### src/rtl/game_sequencer.sv
// Round scheduler for the fire-dodge game: game-state FSM, LFSR pattern source and per-cell vectors.
// Define GAME_SEQUENCER_GOLD_EN to build the coin logic; otherwise surviving a fire phase scores.
module game_sequencer #(
  parameter int          LIFE_MAX     = 3,
  parameter int          SCORE_MAX    = 5,
  parameter int          WARN_TICKS   = 4,
  parameter int          FIRE_TICKS   = 2,
  parameter int          FINISH_TICKS = 8,
  parameter logic [15:0] LFSR_SEED    = 16'hACE1
) (
  input  logic       clk,
  input  logic       rst,
  input  logic       tick,
  input  logic       start,
  input  logic [8:0] box,
  output logic [1:0] game_state,
  output logic [8:0] fire_state,
  output logic [8:0] gold_state,
  output logic [8:0] next_fire_pattern,
  output logic [8:0] hit_bitmap,
  output logic [1:0] life,
  output logic [3:0] score,
  output logic       win
);

  localparam logic [1:0] S_INIT   = 2'b00;
  localparam logic [1:0] S_WARN   = 2'b01;
  localparam logic [1:0] S_FIRE   = 2'b11;
  localparam logic [1:0] S_FINISH = 2'b10;

  logic [1:0]  state_reg, state_next;
  logic [1:0]  game_state_reg, game_state_next;
  logic [15:0] lfsr_reg, lfsr_next;
  logic [7:0]  tick_cnt_reg, tick_cnt_next;
  logic [8:0]  fire_reg, fire_next;
  logic [8:0]  pattern_reg, pattern_next;
  logic [8:0]  hit_reg, hit_next;
  logic [1:0]  life_reg, life_next;
  logic [3:0]  score_reg, score_next;
  logic        win_reg, win_next;

  logic        lfsr_fb;
  logic [8:0]  pattern_raw;
  logic [8:0]  setup_pattern;
  logic [8:0]  hit_vec;
  logic [3:0]  score_inc;
  logic [7:0]  phase_len;
  logic        phase_end;

  // Fibonacci taps 16,14,13,11 expressed as zero-based bit positions.
  assign lfsr_fb = lfsr_reg[15] ^ lfsr_reg[13] ^ lfsr_reg[12] ^ lfsr_reg[10];

  // All-clear and all-burning rounds are not playable, so substitute the centre cell.
  assign pattern_raw   = lfsr_reg[8:0];
  assign setup_pattern = (pattern_raw == 9'h000 || pattern_raw == 9'h1FF) ? 9'h010 : pattern_raw;

  assign hit_vec   = box & pattern_reg;
  assign score_inc = (score_reg == 4'hF) ? 4'hF : score_reg + 4'd1;

  always_comb begin
    phase_len = 8'd1;
    case (state_reg)
      S_WARN:   phase_len = 8'(WARN_TICKS);
      S_FIRE:   phase_len = 8'(FIRE_TICKS);
      S_FINISH: phase_len = 8'(FINISH_TICKS);
      default:  phase_len = 8'd1;
    endcase
  end

  assign phase_end = tick && (state_reg != S_INIT) && (tick_cnt_reg == phase_len - 8'd1);

`ifdef GAME_SEQUENCER_GOLD_EN
  logic [8:0] gold_reg, gold_next;
  logic [3:0] coin_idx;
  logic [8:0] coin_onehot;
  logic [8:0] setup_gold;

  assign coin_idx = (lfsr_reg[15:12] >= 4'd9) ? lfsr_reg[15:12] - 4'd9 : lfsr_reg[15:12];

  genvar gi;
  generate
    for (gi = 0; gi < 9; gi++) begin : g_coin
      assign coin_onehot[gi] = (coin_idx == 4'(gi));
    end
  endgenerate

  // A coin under a burning cell would be uncollectable, so that round has none.
  assign setup_gold = ((coin_onehot & setup_pattern) != 9'h000) ? 9'h000 : coin_onehot;
  assign gold_state = gold_reg;
`else
  assign gold_state = 9'h000;
`endif

  always_comb begin
    state_next      = state_reg;
    game_state_next = game_state_reg;
    lfsr_next       = {lfsr_reg[14:0], lfsr_fb};
    tick_cnt_next   = tick_cnt_reg;
    fire_next       = fire_reg;
    pattern_next    = pattern_reg;
    hit_next        = hit_reg;
    life_next       = life_reg;
    score_next      = score_reg;
    win_next        = win_reg;
`ifdef GAME_SEQUENCER_GOLD_EN
    gold_next       = gold_reg;
`endif

    // Counter restarts on every phase change, so an entry-edge tick is never counted.
    if (tick && state_reg != S_INIT)
      tick_cnt_next = phase_end ? 8'd0 : tick_cnt_reg + 8'd1;

    case (state_reg)
      S_INIT: begin
        tick_cnt_next = 8'd0;
        if (start) begin
          state_next      = S_WARN;
          game_state_next = 2'b01;
          life_next       = 2'(LIFE_MAX);
          score_next      = 4'd0;
          win_next        = 1'b0;
          pattern_next    = setup_pattern;
`ifdef GAME_SEQUENCER_GOLD_EN
          gold_next       = setup_gold;
`endif
        end
      end

      S_WARN: begin
`ifdef GAME_SEQUENCER_GOLD_EN
        if ((box & gold_reg) != 9'h000) begin
          score_next = score_inc;
          gold_next  = 9'h000;
        end
`endif
        if (phase_end) begin
          state_next = S_FIRE;
          fire_next  = pattern_reg;
          hit_next   = hit_vec;
          if (hit_vec != 9'h000)
            life_next = (life_reg != 2'd0) ? life_reg - 2'd1 : 2'd0;
`ifndef GAME_SEQUENCER_GOLD_EN
          else
            score_next = score_inc;
`endif
`ifdef GAME_SEQUENCER_GOLD_EN
          gold_next = 9'h000;
`endif
        end
      end

      S_FIRE: begin
        if (phase_end) begin
          fire_next = 9'h000;
          hit_next  = 9'h000;
          if (life_reg == 2'd0) begin
            state_next      = S_FINISH;
            game_state_next = 2'b10;
            win_next        = 1'b0;
            pattern_next    = 9'h000;
          end else if (score_reg >= 4'(SCORE_MAX)) begin
            state_next      = S_FINISH;
            game_state_next = 2'b10;
            win_next        = 1'b1;
            pattern_next    = 9'h000;
          end else begin
            state_next   = S_WARN;
            pattern_next = setup_pattern;
`ifdef GAME_SEQUENCER_GOLD_EN
            gold_next    = setup_gold;
`endif
          end
        end
      end

      S_FINISH: begin
        if (phase_end) begin
          state_next      = S_INIT;
          game_state_next = 2'b00;
          life_next       = 2'd0;
          score_next      = 4'd0;
          win_next        = 1'b0;
        end
      end

      default: begin
        state_next      = S_INIT;
        game_state_next = 2'b00;
      end
    endcase
  end

  always_ff @(posedge clk or posedge rst) begin
    if (rst) begin
      state_reg      <= S_INIT;
      game_state_reg <= 2'b00;
      lfsr_reg       <= LFSR_SEED;
      tick_cnt_reg   <= 8'd0;
      fire_reg       <= 9'h000;
      pattern_reg    <= 9'h000;
      hit_reg        <= 9'h000;
      life_reg       <= 2'd0;
      score_reg      <= 4'd0;
      win_reg        <= 1'b0;
`ifdef GAME_SEQUENCER_GOLD_EN
      gold_reg       <= 9'h000;
`endif
    end else begin
      state_reg      <= state_next;
      game_state_reg <= game_state_next;
      lfsr_reg       <= lfsr_next;
      tick_cnt_reg   <= tick_cnt_next;
      fire_reg       <= fire_next;
      pattern_reg    <= pattern_next;
      hit_reg        <= hit_next;
      life_reg       <= life_next;
      score_reg      <= score_next;
      win_reg        <= win_next;
`ifdef GAME_SEQUENCER_GOLD_EN
      gold_reg       <= gold_next;
`endif
    end
  end

  assign game_state        = game_state_reg;
  assign fire_state        = fire_reg;
  assign next_fire_pattern = pattern_reg;
  assign hit_bitmap        = hit_reg;
  assign life              = life_reg;
  assign score             = score_reg;
  assign win               = win_reg;

endmodule
### config.mk
export PLATFORM = sky130hd
export DESIGN_NAME = game_sequencer
export DESIGN_NICKNAME = d
export VERILOG_FILES = /design/src/rtl/game_sequencer.sv
export SDC_FILE = /design/constraint.sdc
export NUM_CORES = 1
export LEC_CHECK = 0
export ABC_AREA = 1
export ABC_CLOCK_PERIOD_IN_PS = 2900
export CAP_MARGIN = 0
export CORE_MARGIN = 3
export CORE_UTILIZATION = 45
export CTS_CLUSTER_DIAMETER = 60
export DETAILED_ROUTE_END_ITERATION = 10
export PLACE_DENSITY = 0.77
export SYNTH_ARGS = -nofsm -noshare
export SYNTH_HDL_FRONTEND = slang
export SYNTH_SLANG_ARGS = --single-unit
### constraint.sdc
create_clock -name clk -period 2.9 [get_ports clk]
set_input_delay 0.29 -clock clk [delete_from_list [all_inputs] [get_ports clk]]
set_output_delay 0.29 -clock clk [all_outputs]
set_load 0.05 [all_outputs]
==> results.cfg <==
[outcome]
status = finished, final reports clean

[global_routing]
grt_pass1_vias = 2496
grt_first_pass_wirelength_mm = 11.03
overflow = 0
grt_use_total = 0.1786
grt_max_degree = 48
antenna_found_initial = 0

[cts]
clock_sinks = 62
cts_tree = built
hold_buffers = 0
numCtsBuffers = 9
cts_htree_levels = 3
clk_pin_slew_worst_paths_ns = 0.07
ctsResizeCount = 0
postCtsSetupBuffers = 0
clock_path_buffers = 2
cts_root_buf = clkbuf_8
clock_latency_ns = 0.34

[sta]
slew_headroom = 0.3770
finalCriticalPeriod_ns = 2.068
final_max_slew_viol_count = 0
worst_pin_slew_ns = 0.9331
fmax_ghz = 0.4836
hold_viol = 0
setup_ws_ns = 0.8322
post-route-period-util = 0.7130
rsz0062_at_grt = false
finalSetupViolations = 0
timing.hold.ws_ns = 0.3512
tns_ns = 0
fin_skew_ns = 0.008366

[worst_setup_path]
path_class = flip-flop to flip-flop
max_stage_delay_ns = 0.45
path_max_fanout = 10
startpoint_type = flip-flop
worstSetupEndpointType = flip-flop
worstPathCellList = inv_1 -> ha_1 -> nor2_1 -> nand3_4 -> nand2_2 -> nand3_2 -> nand2_1 -> nand2_1
cp.buffers_inverters = 1
crit_path_frequent_cell = nand2_1
required_ns = 3.13
critPathTopFamily = simple AND/OR/NAND/NOR gates
crit_arrival_ns = 2.30
slowest_stage = dfrtp_1

[yosys]
async_flop_share = 1.000
synth_enable_flop_cells = 0
synthTopCellsByArea = dfrtp_1 (44%), nand2_1 (15%), dfstp_2 (6.8%)
synth-seq-cells = 62
syn-instance-count = 370
synth.avg_cell_area_um2 = 8.359
yosysMostFrequentCell = nand2_1
synth_common_cells = nand2_1 (126), dfrtp_1 (54), inv_1 (32), nand3_1 (29), nor2_1 (29)
synth_top_flop_cell = dfrtp_1
yosysTopAreaCellShare = 0.4369
yosysTopAreaCell = dfrtp_1
netlist_area_um2 = 3093
synth_cell_types = 29
ys_warn_count = 0
seq_area_frac_synth = 0.5049

[finish]
largest_register_ff_count = 16
drive_above_1_share = 0.08605
n_antenna_cell = 0
nNetsFinal = 448
syn_to_final_growth_pct = 23.06
fin_cells = 507

[placement]
port_buffers = 48
hpwl_mm = 4.793
place_inst = 491
gp_congestion = 0.8825
dp_worst_setup_slack_ns = 0.8277

[detailed_routing]
finalWirelength_mm = 6.471
ant_nets = 0
viasPerCell = 5.168
drt_iter0_drc = 182
drc = 0
vias = 2620
drt_pass1_iterations = 4
routedWlPerCell_um = 12.76

[job]
max-cap-violations = 0

[floorplanning]
die_height_um = 88.91
ioPinCount = 58
core_area_um2 = 6495
start_util = 0.4762
rows = 29
dieArea_um2 = 7904
die_w_um = 88.91

[hold_path]
hold_path_class = flip-flop to flip-flop

[power_and_ir_drop]
leakagePower_nw = 1.887
ir_drop_uv = 589.2
p_per_area_nw_per_um2 = 793.5
==> where the power goes <==
group | switching, W | total [W] | internal (W)
Sequential | 0.0000966 | 0.00105 | 0.000951
Clock | 0.000329 | 0.000724 | 0.000395
Combinational | 0.000878 | 0.00125 | 0.000370
Total | 0.00130 | 0.00302 | 0.00172
==> layout make-up <==
| cell class | instances | area [µm²] |
|---|---|---|
| well taps | 77 | 96.34 |
| clock buffers | 10 | 127.6 |
| repair buffers | 51 | 503.0 |
| fillers | 549 | 2689 |
| multi-input cells | 266 | 1323 |
| clock inverters | 6 | 61.31 |
| inverters | 35 | 133.9 |
| flip-flops and latches | 62 | 1562 |
==> final timing paths <==
check | from | to | slack [ns] | cells past startpoint
worst min-delay path | lfsr_reg[9] | lfsr_reg[10] | 0.35 | 0
worst max register to register | state_reg[0] | next_fire_pattern[1] | 0.83 | 8
worst max-delay path | state_reg[0] | next_fire_pattern[1] | 0.83 | 8
min in group asynchronous | rst | fire_state[1] | 0.48 | 2
worst min register to register | lfsr_reg[9] | lfsr_reg[10] | 0.35 | 0
max in group asynchronous | rst | game_state[1] | 1.73 | 3
==> worst register-to-register path: cells and delay by family, from the launching register on <==
kind                     cells  cell delay (ns)
adder cells (fa/ha/maj)      1             0.25
buffers and inverters        1             0.12
flip-flops                   1             0.45
AND/OR/NAND/NOR              6             1.15
==> layer usage <==
metal | part of all wire | GRT usage | wire length [µm] | up-vias
li1 | - | - | - | 1292
met5 | 0 | 0 | 0 | -
met2 | 0.44 | 0.2740 | 2869 | 95
met1 | 0.46 | 0.2303 | 2977 | 1221
met3 | 0.078 | 0.05899 | 505 | 12
met4 | 0.018 | 0.08104 | 118 | 0
==> cells by family (layout without fill, tap and decap cells) <==
family          after synthesis  after routing  share of synthesized area
simple gates                219            219                     0.3180
flops                        62             62                     0.5049
buf+inv                      50            102                    0.07727
compound gates               21             21                    0.03843
fa+ha+maj                    10             10                    0.04045
xor+xnor                      7              7                    0.01982
other cells                   1              9                   0.001212
==> stage by stage <==
stage                       util  total power (W)  cell area, µm²
after global routing      0.5860         0.003260            3806
after global placement    0.5569         0.002272            3617
after floorplan                -         0.002012            3123
final                     0.5860         0.003020            3806
after detailed placement  0.5569         0.002305            3617
after CTS                 0.5860         0.003043            3806
==> layout by cell type, fill, tap and decap left out, types with 2 or more instances in the layout <==
cell type        count
nor2_1              29
conb_1               9
dfrtp_1             54
nand4_1             25
clkinv_2             3
dfstp_2              8
nand3_2              2
inv_1               31
xor2_1               3
inv_2                3
nand3_1             29
o22ai_1              5
a21oi_1              3
o21ai_0             11
buf_4                3
ha_1                10
nand2_2              2
xnor2_1              4
nand2_1            126
clkbuf_8             9
clkdlybuf4s50_1     48
No activity file was read; power rests on OpenSTA's default activity.
